## src/rtl/input_port_buffer_pkg.sv

```systemverilog
// Shared router definitions: switch/port encodings, default sizes and the full-threshold helper.
// The almost-full option is selected by defining BUF_ALMOST_FULL_EN at build time.
package input_port_buffer_pkg;

  typedef enum logic [1:0] {
    SW_X1    = 2'd0,
    SW_X2    = 2'd1,
    SW_Y1    = 2'd2,
    SW_LOCAL = 2'd3
  } sw_port_e;

  localparam int unsigned FLIT_W_DEFAULT = 32;
  localparam int unsigned DEPTH_DEFAULT  = 4;
  localparam int unsigned AF_DEFAULT     = 3;

  // Occupancy at which back-pressure is raised.
  function automatic int unsigned full_level(input bit af_en, input int unsigned af_level,
                                             input int unsigned depth);
    return af_en ? af_level : depth;
  endfunction

endpackage

```

## src/rtl/fifo_mem.sv

```systemverilog
// DEPTH x FLIT_W register array: synchronous write port, asynchronous read port.
// Contents are not reset; the owning buffer tracks validity through its pointers.
module fifo_mem
  import input_port_buffer_pkg::*;
#(
  parameter int unsigned FLIT_W = FLIT_W_DEFAULT,
  parameter int unsigned DEPTH  = DEPTH_DEFAULT,
  parameter int unsigned AW     = $clog2(DEPTH)
) (
  input  logic              clk,
  input  logic              we,
  input  logic [AW-1:0]     wr_addr,
  input  logic [FLIT_W-1:0] wr_data,
  input  logic [AW-1:0]     rd_addr,
  output logic [FLIT_W-1:0] rd_data
);

  logic [FLIT_W-1:0] mem [DEPTH];

  always_ff @(posedge clk) begin
    if (we) mem[wr_addr] <= wr_data;
  end

  assign rd_data = mem[rd_addr];

endmodule

```

## src/rtl/input_port_buffer.sv

```systemverilog
// Router input-port receive buffer: circular FIFO plus registered head-flit output stage.
// Build option BUF_ALMOST_FULL_EN raises `full` early at AF_LEVEL to absorb in-flight flits.
module input_port_buffer
  import input_port_buffer_pkg::*;
#(
  parameter int unsigned FLIT_W   = FLIT_W_DEFAULT,
  parameter int unsigned DEPTH    = DEPTH_DEFAULT,
  parameter int unsigned AF_LEVEL = AF_DEFAULT
) (
  input  logic                       clk,
  input  logic                       rst_n,
  input  logic                       wr_en,
  input  logic [FLIT_W-1:0]          flit_in,
  output logic                       full,
  input  logic                       rd_en,
  output logic                       empty,
  output logic                       valid,
  output logic [FLIT_W-1:0]          flit_out,
  output logic [$clog2(DEPTH):0]     count,
  output logic                       overflow
);

  localparam int unsigned AW = $clog2(DEPTH);
  localparam int unsigned PW = AW + 1;

`ifdef BUF_ALMOST_FULL_EN
  localparam bit AF_EN = 1'b1;
`else
  localparam bit AF_EN = 1'b0;
`endif

  localparam int unsigned FULL_LEVEL = full_level(AF_EN, AF_LEVEL, DEPTH);

  logic [PW-1:0]     wr_ptr;
  logic [PW-1:0]     rd_ptr;
  logic [FLIT_W-1:0] rd_data;
  logic              at_depth;
  logic              pop;
  logic              push;
  logic              drop;

  // Wrap bit makes the pointer difference the true occupancy, including count == DEPTH.
  assign count    = wr_ptr - rd_ptr;
  assign at_depth = (count == PW'(DEPTH));
  assign empty    = (count == '0);
  assign full     = (count >= PW'(FULL_LEVEL));

  assign pop  = rd_en && !empty;
  assign push = wr_en && (!at_depth || pop);
  assign drop = wr_en && at_depth && !pop;

  fifo_mem #(
    .FLIT_W (FLIT_W),
    .DEPTH  (DEPTH),
    .AW     (AW)
  ) u_mem (
    .clk     (clk),
    .we      (push),
    .wr_addr (wr_ptr[AW-1:0]),
    .wr_data (flit_in),
    .rd_addr (rd_ptr[AW-1:0]),
    .rd_data (rd_data)
  );

  always_ff @(posedge clk or negedge rst_n) begin
    if (!rst_n) begin
      wr_ptr   <= '0;
      rd_ptr   <= '0;
      valid    <= 1'b0;
      flit_out <= '0;
      overflow <= 1'b0;
    end else begin
      if (push) wr_ptr <= wr_ptr + PW'(1);
      if (pop)  rd_ptr <= rd_ptr + PW'(1);
      if (drop) overflow <= 1'b1;
      // rd_en while empty retires the presented flit without loading a new one.
      if (rd_en) begin
        valid <= !empty;
        if (pop) flit_out <= rd_data;
      end
    end
  end

endmodule

```

## config.mk

```make
export PLATFORM = sky130hd
export DESIGN_NAME = input_port_buffer
export DESIGN_NICKNAME = d
export VERILOG_FILES = /design/src/rtl/input_port_buffer_pkg.sv /design/src/rtl/fifo_mem.sv /design/src/rtl/input_port_buffer.sv
export SDC_FILE = /design/constraint.sdc
export NUM_CORES = 1
export LEC_CHECK = 0
export BUFFER_PORTS_ARGS = -buffer_cell sky130_fd_sc_hd__buf_2
export CORE_ASPECT_RATIO = 0.8
export CORE_UTILIZATION = 62
export CTS_CLUSTER_SIZE = 12
export DETAILED_ROUTE_END_ITERATION = 8
export PLACE_DENSITY = 0.95
export SLEW_MARGIN = 5
export SYNTH_ARGS = -nofsm -noshare
export SYNTH_HDL_FRONTEND = slang
export SYNTH_SLANG_ARGS = --single-unit
```

## constraint.sdc

```tcl
create_clock -name clk -period 6.6 [get_ports clk]
set_input_delay 1.32 -clock clk [delete_from_list [all_inputs] [get_ports clk]]
set_output_delay 1.32 -clock clk [all_outputs]
set_load 0.01 [all_outputs]
```

# After elaboration in Yosys (flattened, before gate mapping)
# Memories as Yosys holds them, arrays and structs flattened. A register that Yosys moved wholly into a read port is not among the register bits.
# Index checks and enable logic that the tools add are counted.
# totals
out_inout_bits,39
mem_bits_rw,128
regBits,8
memories,1
in_bits,36
elab_cells,23
# memory_table
memory,depth,word_bits,rd,rd_ports_with_merged_regs,wr,line,text
u_mem.mem,4,32,1,1,1,fifo_mem.sv:18,logic [FLIT_W-1:0] mem [DEPTH];
# classes
eq_ne,1
n_mux,2
order_cmp,1
n_reduce_logical,11
n_addsub,3
# ops
operator,n
3-bit by 1-bit adder with 3-bit output (second input constant),2
1-bit logical AND,4
1-bit zero test,4
3-bit equality test (second input constant),1
3-bit greater-or-equal comparator (second input constant),1
3-bit zero test,1
3-bit subtractor,1
1-bit 2-to-1 mux,2
2-bit AND reduction,1
1-bit logical OR,1

# Longest topological paths before layout
# Gate-level depths: netlist (run 1).
# logic_depth
word_depth,8
depth_mapped,7
depth_no_buf,6

# Cells and area by module
# From an unflattened synthesis (run 1), not the netlist that was laid out.
# unflattened
cells_unflattened,281
hier_area_um2,6393.6
# modules_own_cells
mod,seq_area_each_um2,cells_per_inst,area_each_um2,n_inst
fifo_mem,3843.7,171,4689.5,1
input_port_buffer,1001.0,110,1704.1,1

# Least setup slack after synthesis (run 1)
# Ideal clock, no wire load.
# synth_timing
kind,input to register
start,in rd_en
end,"mem u_mem.mem[3][0] (netlist bit), enable pin"
setup_time_ps,432
t_arrival_ps,3145
path_slack_ps,3023
path_buffers,0
required_ps,6168
cell_stages,2
path_cell_list,and3b_1 -> a21oi_1
# synth_between
elab_chain_len,5
# synth_lines
element,line,text
from (decl),input_port_buffer.sv:15,"input logic rd_en,"
1-bit logical AND,input_port_buffer.sv:48,assign pop = rd_en && !empty;
1-bit logical OR,input_port_buffer.sv:49,assign push = wr_en && (!at_depth || pop);
1-bit logical AND,input_port_buffer.sv:49,
1-bit 2-to-1 mux,fifo_mem.sv:21,if (we) mem[wr_addr] <= wr_data;
1-bit 2-to-1 mux (not written as such),fifo_mem.sv:21,
to (decl),fifo_mem.sv:18,
# Every way passes these cells.

# Worst setup path in the final report (run 1)
# layout_timing
start,reg rd_ptr[0]
end,out empty
# layout_between
elab_chain_len,2
# layout_lines
element,line,text
from (decl),input_port_buffer.sv:35,logic [PW-1:0] rd_ptr;
from (signal assigned),input_port_buffer.sv:74,if (pop) rd_ptr <= rd_ptr + PW'(1);
3-bit subtractor,input_port_buffer.sv:43,assign count = wr_ptr - rd_ptr;
3-bit zero test,input_port_buffer.sv:45,assign empty = (count == '0);
to (decl),input_port_buffer.sv:16,"output logic empty,"
# Every way passes these cells.

==> qor.txt, run 1 <==
status - finished, final reports clean
wirelength, routed - 11600 um
Synth Area in XOR/XNOR - 1.33%
Setup Total Neg Slack - 0 ps
worst hold path class - register to register
Synth cell types - 28
Async SR Flop Fraction - 23.8%
ys flop type - edfxtp_1
Overflow after GRT - 0
CP Launch Type - register
critical-path maximum fanout - 35
compound-cell area share of the yosys netlist - 0.949%
Yosys warning count - 0
Slew Viols, Final - 0
Placed Area - 6820 um^2
number of vias per cell - 5.92
Post-Synth Adder-Cell Area - 1.50%
CP Capture Type - output port
Core Rows - 32
clock buffer count from CTS - 17
nets@finish - 405
setup ws final - 2750 ps
fmax - 260 MHz
Cells after Synth - 280
Hold Buf Count CTS - 0
Hold Path Depth - 1
layer with the highest usage - met2
Die Y - 92.3 um
IO buf count - 74
fin crit period - 3850 ps
Placeable Area - 9770 um^2
number of synthesized flops with an enable pin - 128
clk_lat worst skew - 420 ps
M2 GR Usage - 39.4%
placed insts - 479
mux share of post-synthesis cell area - 17.4%
Max-Slew Margin vs Limit - 13.8%
starting density of the core - 64.8%
post-synthesis simple-gate area fraction - 0.752%
Global Route met1 Usage - 33.5%
hold path start - flit_out[13]$_DFFE_PN0P_
Seq cells post-synth - 168
Worst Tran Pin Value - 1290 ps
layout cell share with drive strength beyond 1 - 41.1%
CTS clk-pin slew, worst paths - 60 ps
initial antenna violation count - 0
All-Layer GR Usage - 24.8%
Layout Skew - 9.31 ps
Pwr per Cell Area - 510 nW/um^2
dpl ws - 3090 ps
max_cap viols - 0
maximum vdd drop - 0.000324 V
clk root buf - clkbuf_16
first-pass GRT wire length - 17800 um
commonest non-fill, non-tap cell in the layout - edfxtp_1
# clock sinks - 168
drt initial violations - 148
Hold Vio Cnt, Final - 0
post-DP HPWL - 6230 um
mapped cell area - 6330 um^2
worst endpoint required time - 5280 ps
GPL Wtd Cong - 0.741
post-CTS setup buffers - 0
commonest non-fill, non-tap cells in the layout - edfxtp_1, buf_2, dfrtp_1
full die area - 10600 um^2
TritonCTS clock tree - done
Boundary Pins - 75
drt wl/cell - 22.7 um
vias in the first global route - 3128
Worst Hold End - flit_out[13]$_DFFE_PN0P_
# setup viols final - 0
critical path arrival - 2530 ps
RSZ-0062 raised after global routing - false
DRT antenna net count - 0
reg2reg path depth - 6
Leak Pwr - 2.75 nW
Non-Filler Instances - 511
syn avg cell area - 22.6 um^2
H-tree depth - 4
period utilisation layout - 58.3%
Max clock buf depth - 2
M3 GR Usage - 5.50%
Area Overhead vs Synth - 17.7%
post-layout util - 76.2%
Diodes inserted - 0
cts repair resizes - 0
Critical R2R Launch - rd_ptr[0]$_DFFE_PN0P_
Die X - 115 um
pin count of the biggest net entering global routing - 41
Reg-to-Reg End - u_mem.mem[0][27]$_DFFE_PP_
sequential share of the synthesized area - 76.6%
drt drc - 0
Via Count - 3023
drt first pass iters - 4
largest family of logic cells by synthesized area - multiplexers
Crit Path Class - register to output port
Finished Cell Area - 7440 um^2
syn nets - 323
FF-to-FF setup slack - 3120 ps
[how the worst max path moves through the flow]
stage | start | end
final | rd_ptr[0]$_DFFE_PN0P_ | empty
after global routing | rd_ptr[0]$_DFFE_PN0P_ | empty
after CTS | rd_ptr[0]$_DFFE_PN0P_ | empty
after detailed placement | rd_ptr[0]$_DFFE_PN0P_ | u_mem.mem[1][1]$_DFFE_PP_
after global placement | rd_ptr[0]$_DFFE_PN0P_ | u_mem.mem[1][1]$_DFFE_PP_
after floorplan | rd_en | u_mem.mem[3][0]$_DFFE_PP_
[routing by layer]
layer	wire length [um]	vias up	part of all wire, %
met4	202	0	1.7
met1	4920	1588	42
li1	-	1289	-
met3	528	20	4.6
met5	0	-	0
met2	5930	126	51
[stage by stage]
stage	hold slack, ps	total power, mW
2_1_floorplan	512	2.41
3_3_place_gp	470	2.71
3_5_place_dp	478	2.77
4_1_cts	492	3.83
5_1_grt	506	3.97
6_report	485	3.80
[layout make-up]
| cell class | count | area, um^2 |
|---|---|---|
| multi-input combinational | 95 | 1410 |
| tap | 136 | 170 |
| clock buffer | 21 | 480 |
| clock inverter | 11 | 145 |
| sequential | 168 | 4850 |
| inverter | 5 | 18.8 |
| timing repair buffer | 75 | 378 |
| fill | 523 | 2320 |
[power breakdown]
part | switching (mW) | leakage, nW | total [mW] | internal (mW)
combinational | 0.585 | 0.807 | 1.13 | 0.545
sequential | 0.163 | 1.64 | 1.64 | 1.48
clock | 0.393 | 0.301 | 1.03 | 0.634
[sequential cells by signal, summed over array words and instances, names as in the netlist]
| register | count |
|---|---|
| wr_ptr | 3 |
| flit_out | 32 |
| valid | 1 |
| u_mem.mem | 128 |
| rd_ptr | 3 |
| overflow | 1 |
[kinds of logic (layout without fill, tap and decap cells)]
| group | count (synthesis) | count (layout) |
|---|---|---|
| buf+inv | 17 | 112 |
| fa+ha+maj | 7 | 7 |
| xor+xnor | 6 | 6 |
| mux | 66 | 66 |
| simple gates | 9 | 9 |
| flops | 168 | 168 |
| compound gates | 7 | 7 |
[critical path, cell delays in order, from the launching register on]
cell,delay (ps)
dfrtp_2,390
buf_4,320
ha_1,300
fa_1,450
xor3_2,370
nor2_1,130
buf_2,130
[synth_stat cells, types with 2 or more instances]
library cell	number	share of area [%]
ha_1	6	1.2
dfrtp_1	40	16
and2_1	3	0.30
inv_1	5	0.30
mux2_1	28	5.0
buf_6	3	0.53
nor2_1	2	0.12
mux4_2	32	11
clkbuf_1	4	0.24
edfxtp_1	128	61
nand2_1	2	0.12
mux2_2	6	1.1
buf_2	4	0.32
xnor2_1	3	0.42
(Power assumes the default switching activity.)
==> run 2: changes to the inputs <==
Settings changed: CORE_UTILIZATION 62 to 52, PLACE_DENSITY 0.95 to 0.86.
Clock period 6.6 ns to 3.5 ns, I/O delays scaled along.
==> run 2 against run 1 <==
  * The flow now finishes with violations (design-rule violations)
  * Clock skew up 3.4 ps
  * Final cell count increased by 3.9%
  * Sequential share of layout area decreased by 0.35 points
  * Core utilization fell by 12 points
  * Non-clock buffer count is 8 higher
  * Register-to-register slack worse by 2600 ps
  * Clock power rose by 69%
  * Critical path depth rose by 1
  * Wire length down 1.5%
  * Design area is 0.54% higher
  * Flip-flop and latch count did not move
  * Critical endpoint is now u_mem.mem[0][25]$_DFFE_PP_
  * Largest cell class unchanged
  * Largest power group unchanged
==> qor.txt, run 2 (synthesis gave the netlist of run 1 again) <==
# clock sinks - 168 (unchanged)
drt drc - 7 (was 0)
# setup viols final - 0 (unchanged)
period utilisation layout - 85.1%
drt initial violations - 193 (was 148)
dpl ws - 551 ps (was 3090 ps)
clk root buf - clkbuf_16 (unchanged)
critical-path maximum fanout - 17 (was 35)
critical path arrival - 3100 ps (was 2530 ps)
clk_lat worst skew - 420 ps (about the same)
Layout Skew - 12.7 ps (was 9.31 ps)
H-tree depth - 4 (unchanged)
Via Count - 3019 (was 3023)
fin crit period - 2980 ps
critical path launch point - wr_ptr[0]$_DFFE_PN0P_ (was rd_ptr[0]$_DFFE_PN0P_)
Worst Tran Pin Value - 947 ps (was 1290 ps)
clock buffer count from CTS - 17 (unchanged)
Crit Path Class - register to register (was register to output port)
Placeable Area - 11700 um^2 (was 9770 um^2)
RSZ-0062 raised after global routing - false (unchanged)
Buf/Inv on CP - 2 (unchanged)
full die area - 12600 um^2 (was 10600 um^2)
commonest non-fill, non-tap cell in the layout - edfxtp_1 (unchanged)
reg2reg path depth - 7 (was 6)
Max-Slew Margin vs Limit - 36.8% (was 13.8%)
Reg-to-Reg End - u_mem.mem[0][25]$_DFFE_PP_ (was u_mem.mem[0][27]$_DFFE_PP_)
Max stage delay on crit path - 560 ps (was 450 ps)
post-DP HPWL - 7030 um (was 6230 um)
Leak Pwr - 2.76 nW (was 2.75 nW)
Max clock buf depth - 2 (unchanged)
Core Rows - 35 (was 32)
CTS clk-pin slew, worst paths - 70 ps (was 60 ps)
Levels on crit path - 7 (was 6)
layout cell share with drive strength beyond 1 - 41.8% (was 41.1%)
crit path capture - u_mem.mem[0][25]$_DFFE_PP_ (was empty)
number of vias per cell - 5.69 (was 5.92)
Area Overhead vs Synth - 18.3% (was 17.7%)
max reg flops - 128 (unchanged)
fmax - 336 MHz
starting density of the core - 54.1% (was 64.8%)
nets@finish - 413 (was 405)
CP Launch Type - register (unchanged)
maximum vdd drop - 0.000504 V (was 0.000324 V)
worst hold path class - input pin to async pin (was register to register)
Critical R2R Launch - wr_ptr[0]$_DFFE_PN0P_ (was rd_ptr[0]$_DFFE_PN0P_)
Setup Total Neg Slack - 0 ps (unchanged)
Diodes inserted - 0 (unchanged)
vias in the first global route - 3307 (was 3128)
max_cap viols - 0 (unchanged)
Filler Cell Count - 762 (was 523)
initial antenna violation count - 1 (was 0)
Die Y - 101 um (was 92.3 um)
Hold Vio Cnt, Final - 0 (unchanged)
first-pass GRT wire length - 18400 um (was 17800 um)
CP Cell Sequence - inv_1, ha_1, fa_1, xor3_2, a21boi_1, and2_2, buf_12 (was buf_4, ha_1, fa_1, xor3_2, nor2_1, buf_2)
Largest regs - u_mem.mem x128, flit_out x32 (unchanged)
post-CTS setup buffers - 0 (unchanged)
Slowest cell on crit path - and2_2 (was fa_1)
drt first pass iters - 8 (was 4)
FF-to-FF setup slack - 520 ps (was 3120 ps)
failing checks - design-rule violations
pin count of the biggest net entering global routing - 41 (unchanged)
largest reg by FF count - u_mem.mem (unchanged)
Hold Buf Count CTS - 0 (unchanged)
Pwr per Cell Area - 939 nW/um^2 (was 510 nW/um^2)
status - finished with violations (was finished, final reports clean)
Die X - 125 um (was 115 um)
TritonCTS clock tree - done (unchanged)
GPL Wtd Cong - 0.781 (was 0.741)
DRT antenna net count - 0 (unchanged)
All-Layer GR Usage - 20.4% (was 24.8%)
CP Capture Type - register (was output port)
commonest non-fill, non-tap cells in the layout - edfxtp_1, buf_2, dfrtp_1 (unchanged)
worst endpoint required time - 3620 ps (was 5280 ps)
wirelength, routed - 11400 um (was 11600 um)
cts repair resizes - 0 (unchanged)
Boundary Pins - 75 (unchanged)
drt wl/cell - 21.5 um (was 22.7 um)
setup ws final - 523 ps (was 2750 ps)
IO buf count - 74 (unchanged)
largest delay contributor family on the critical path - adder cells (unchanged)
Overflow after GRT - 0 (unchanged)
Slew Viols, Final - 0 (unchanged)
-- run 2: metrics by stage --
stage | utilization (%) | cells | instance area (um^2) | hold slack [ps] | power, mW
after floorplan | - | 280 | 6330 | 404 | 4.55
after global placement | 59.3 | 499 | 6930 | 469 | 5.22
after detailed placement | 59.3 | 499 | 6930 | 476 | 5.35
after CTS | 64.0 | 531 | 7480 | 468 | 7.11
after global routing | 64.0 | 531 | 7480 | 481 | 7.40
final | 64.0 | 531 | 7480 | 432 | 7.03
-- run 2: layer usage --
metal  wire length, um  GRT usage, %  up-vias
met1              4830          26.4     1599
met5                13             0        -
met4               116          8.54        2
met2              5760          33.3       94
met3               686          5.68       14
li1                  -             -     1310
-- run 2: worst min-delay path by stage --
stage                     slack [ps]                      from                         to
final                            430                     rst_n   flit_out[22]$_DFFE_PN0P_
after global routing             480                flit_in[9]  u_mem.mem[2][9]$_DFFE_PP_
after CTS                        470                     rst_n   flit_out[22]$_DFFE_PN0P_
after detailed placement         480  flit_out[19]$_DFFE_PN0P_   flit_out[19]$_DFFE_PN0P_
after global placement           470   flit_out[6]$_DFFE_PN0P_    flit_out[6]$_DFFE_PN0P_
after floorplan                  400                     rst_n    flit_out[0]$_DFFE_PN0P_
-- run 2: layout make-up --
class                   instances  area [um^2]  area share [%]
clock buffers                  18          429            5.73
repair buffers                 83          475            6.35
multi-input cells              95         1410            18.8
inverters                       5         18.8           0.251
clock inverters                14          124            1.65
flip-flops and latches        168         4850            64.8
well taps                     148          185            2.47
-- run 2: report_power, final --
part           switching [mW]  internal (mW)
Sequential              0.216           2.77
Clock                   0.757          0.981
Combinational            1.20           1.10
Total                    2.18           4.85
==> run 3: changes to the inputs <==
Settings changed: CORE_UTILIZATION 52 to 57, PLACE_DENSITY 0.86 to 0.89.
Clock period 3.5 ns to 2.93 ns, I/O delays scaled along.
==> run 3 against run 2 <==
  * The flow now finishes without violations
  * Clock-buffer cell count increased by 4
  * Final cell count is 0.75% lower
  * Via count is 1.9% lower
  * Power increased by 21%
  * Clock power increased by 26%
  * Design area is 0.45% higher
  * Flip-flop and latch count is the same
  * Global-route usage up 1.0 points
  * Worst hold slack got worse by 98 ps
  * Wire length decreased by 0.77%
  * Highest routed layer is now met4
==> qor.txt, run 3 (synthesis gave the netlist of run 1 again) <==
status - finished, final reports clean (was finished with violations)
Hold Vio Cnt, Final - 0 (unchanged)
fmax - 360 MHz
max reg flops - 128 (unchanged)
cts repair resizes - 0 (unchanged)
Clock power frac - 25.7% (was 24.7%)
Worst Tran Pin Value - 998 ps (was 947 ps)
drt wl/cell - 21.5 um (about the same)
clk root buf - clkbuf_16 (unchanged)
layout cell share with drive strength beyond 1 - 40.6% (was 41.8%)
largest reg by FF count - u_mem.mem (unchanged)
number of vias per cell - 5.62 (was 5.69)
All-Layer GR Usage - 21.5% (was 20.4%)
Placed Area - 6940 um^2 (was 6930 um^2)
initial antenna violation count - 1 (unchanged)
reg2reg path depth - 7 (unchanged)
sequential power share - 42.0% (was 42.5%)
post-CTS setup buffers - 0 (unchanged)
Via Count - 2963 (was 3019)
Net Sw Frac - 29.7% (was 31.0%)
drt first pass iters - 4 (was 8)
pin count of the biggest net entering global routing - 41 (unchanged)
Largest regs - u_mem.mem x128, flit_out x32 (unchanged)
Placeable Area - 10800 um^2 (was 11700 um^2)
Max-Slew Margin vs Limit - 33.5% (was 36.8%)
drt drc - 0 (was 7)
period utilisation layout - 94.8%
Finished Cell Area - 7520 um^2 (was 7480 um^2)
DRT antenna net count - 0 (unchanged)
Area Overhead vs Synth - 18.8% (was 18.3%)
Max clock buf depth - 2 (unchanged)
commonest non-fill, non-tap cells in the layout - edfxtp_1, buf_2, dfrtp_1 (unchanged)
Crit Path Class - register to output port (was register to register)
worst endpoint required time - 2340 ps (was 3620 ps)
drt initial violations - 209 (was 193)
wirelength, routed - 11300 um (was 11400 um)
H-tree depth - 4 (unchanged)
critical path arrival - 2190 ps (was 3100 ps)
clk_lat worst skew - 420 ps (about the same)
maximum vdd drop - 0.000606 V (was 0.000504 V)
Gate power share - 32.4% (was 32.8%)
max_cap viols - 0 (unchanged)
CP Capture Type - output port (was register)
total internal power - 5.98 mW (was 4.85 mW)
FF-to-FF setup slack - 230 ps (was 520 ps)
worst hold path class - input pin to async pin (unchanged)
Slew Viols, Final - 0 (unchanged)
Overflow after GRT - 0 (unchanged)
Leak Pwr - 2.78 nW (was 2.76 nW)
Die Y - 96.2 um (was 101 um)
GPL Wtd Cong - 0.733 (was 0.781)
fin crit period - 2780 ps
CP Launch Type - register (unchanged)
Layout Skew - 18.0 ps (was 12.7 ps)
RSZ-0062 raised after global routing - false (unchanged)
switching pwr - 2.53 mW (was 2.18 mW)
commonest non-fill, non-tap cell in the layout - edfxtp_1 (unchanged)
post-DP HPWL - 6430 um (was 7030 um)
Pwr per Cell Area - 1130 nW/um^2 (was 939 nW/um^2)
Reg-to-Reg End - u_mem.mem[0][29]$_DFFE_PP_ (was u_mem.mem[0][25]$_DFFE_PP_)
IO buf count - 74 (unchanged)
CTS clk-pin slew, worst paths - 60 ps (was 70 ps)
full die area - 11500 um^2 (was 12600 um^2)
vias in the first global route - 3142 (was 3307)
Critical R2R Launch - wr_ptr[0]$_DFFE_PN0P_ (unchanged)
critical-path maximum fanout - 7 (was 17)
Die X - 120 um (was 125 um)
starting density of the core - 58.3% (was 54.1%)
# clock sinks - 168 (unchanged)
TritonCTS clock tree - done (unchanged)
# setup viols final - 0 (unchanged)
Setup Total Neg Slack - 0 ps (unchanged)
first-pass GRT wire length - 17200 um (was 18400 um)
nets@finish - 412 (was 413)
Hold Buf Count CTS - 0 (unchanged)
clock buffer count from CTS - 17 (unchanged)
Boundary Pins - 75 (unchanged)
Core Rows - 34 (was 35)
==> run 3: cell types whose count changed in the layout (fill, tap and decap cells not counted) <==
cell,previous run,this run
buf_12,3,5
buf_4,6,3
bufinv_16,1,3
clkbuf_1,1,5
clkinv_2,3,5
clkinv_4,3,0
clkinvlp_4,3,0
diode_2,0,1
inv_6,3,1
==> run 3: cell type report <==
cell class / instances / area, um^2
clock buffers: 22 / 444
repair buffers: 82 / 493
flip-flops and latches: 168 / 4850
clock inverters: 10 / 128
multi-input cells: 95 / 1410
well taps: 144 / 180
inverters: 5 / 18.8
diodes: 1 / 2.50
fillers: 661 / 3330
==> run 3: worst max path at each step <==
stage / start / endpoint / slack [ps] / cells past startpoint
5_1_grt: wr_ptr[0]$_DFFE_PN0P_ / empty / 10 / 6
4_1_cts: wr_ptr[0]$_DFFE_PN0P_ / empty / 130 / 6
2_1_floorplan: wr_ptr[0]$_DFFE_PN0P_ / u_mem.mem[3][0]$_DFFE_PP_ / 120 / 5
3_3_place_gp: wr_ptr[0]$_DFFE_PN0P_ / u_mem.mem[1][23]$_DFFE_PP_ / 390 / 7
3_5_place_dp: wr_ptr[0]$_DFFE_PN0P_ / u_mem.mem[1][18]$_DFFE_PP_ / 260 / 7
6_report: wr_ptr[0]$_DFFE_PN0P_ / empty / 150 / 6
==> run 3: worst max-delay path: stages (launching register included) <==
cell	delay (ps)
dfrtp_1	380
inv_1	110
ha_1	210
fa_1	450
xor3_2	370
nor2_1	130
buf_2	130
==> run 3: power groups by stage <==
| stage | combinational [mW] | sequential [mW] | clock, mW |
|---|---|---|---|
| global placement | 2.69 | 3.56 | 0 |
| floorplan | 1.77 | 3.66 | 0 |
| detailed placement | 2.77 | 3.61 | 0 |
| global route | 2.99 | 3.64 | 2.31 |
| CTS | 2.80 | 3.58 | 2.22 |
| finish | 2.75 | 3.57 | 2.19 |
==> run 3: metrics by stage <==
stage / hold WS [ps] / setup slack, ps / util, % / power, mW / instances
5_1_grt: 355 / 10.7 / 69.3 / 8.94 / 526
3_5_place_dp: 476 / 263 / 64.0 / 6.38 / 494
4_1_cts: 357 / 131 / 69.3 / 8.61 / 526
6_report: 333 / 154 / 69.3 / 8.51 / 527
2_1_floorplan: 290 / 117 / - / 5.43 / 280
3_3_place_gp: 469 / 389 / 64.0 / 6.25 / 494
==> run 3: per-layer routing <==
metal | up-vias | track usage (%) | wire, um
met5 | - | 0 | 0
met4 | 0 | 7.29 | 87
met3 | 11 | 6.46 | 619
met2 | 103 | 35.9 | 5760
met1 | 1547 | 27.3 | 4850
li1 | 1302 | - | -
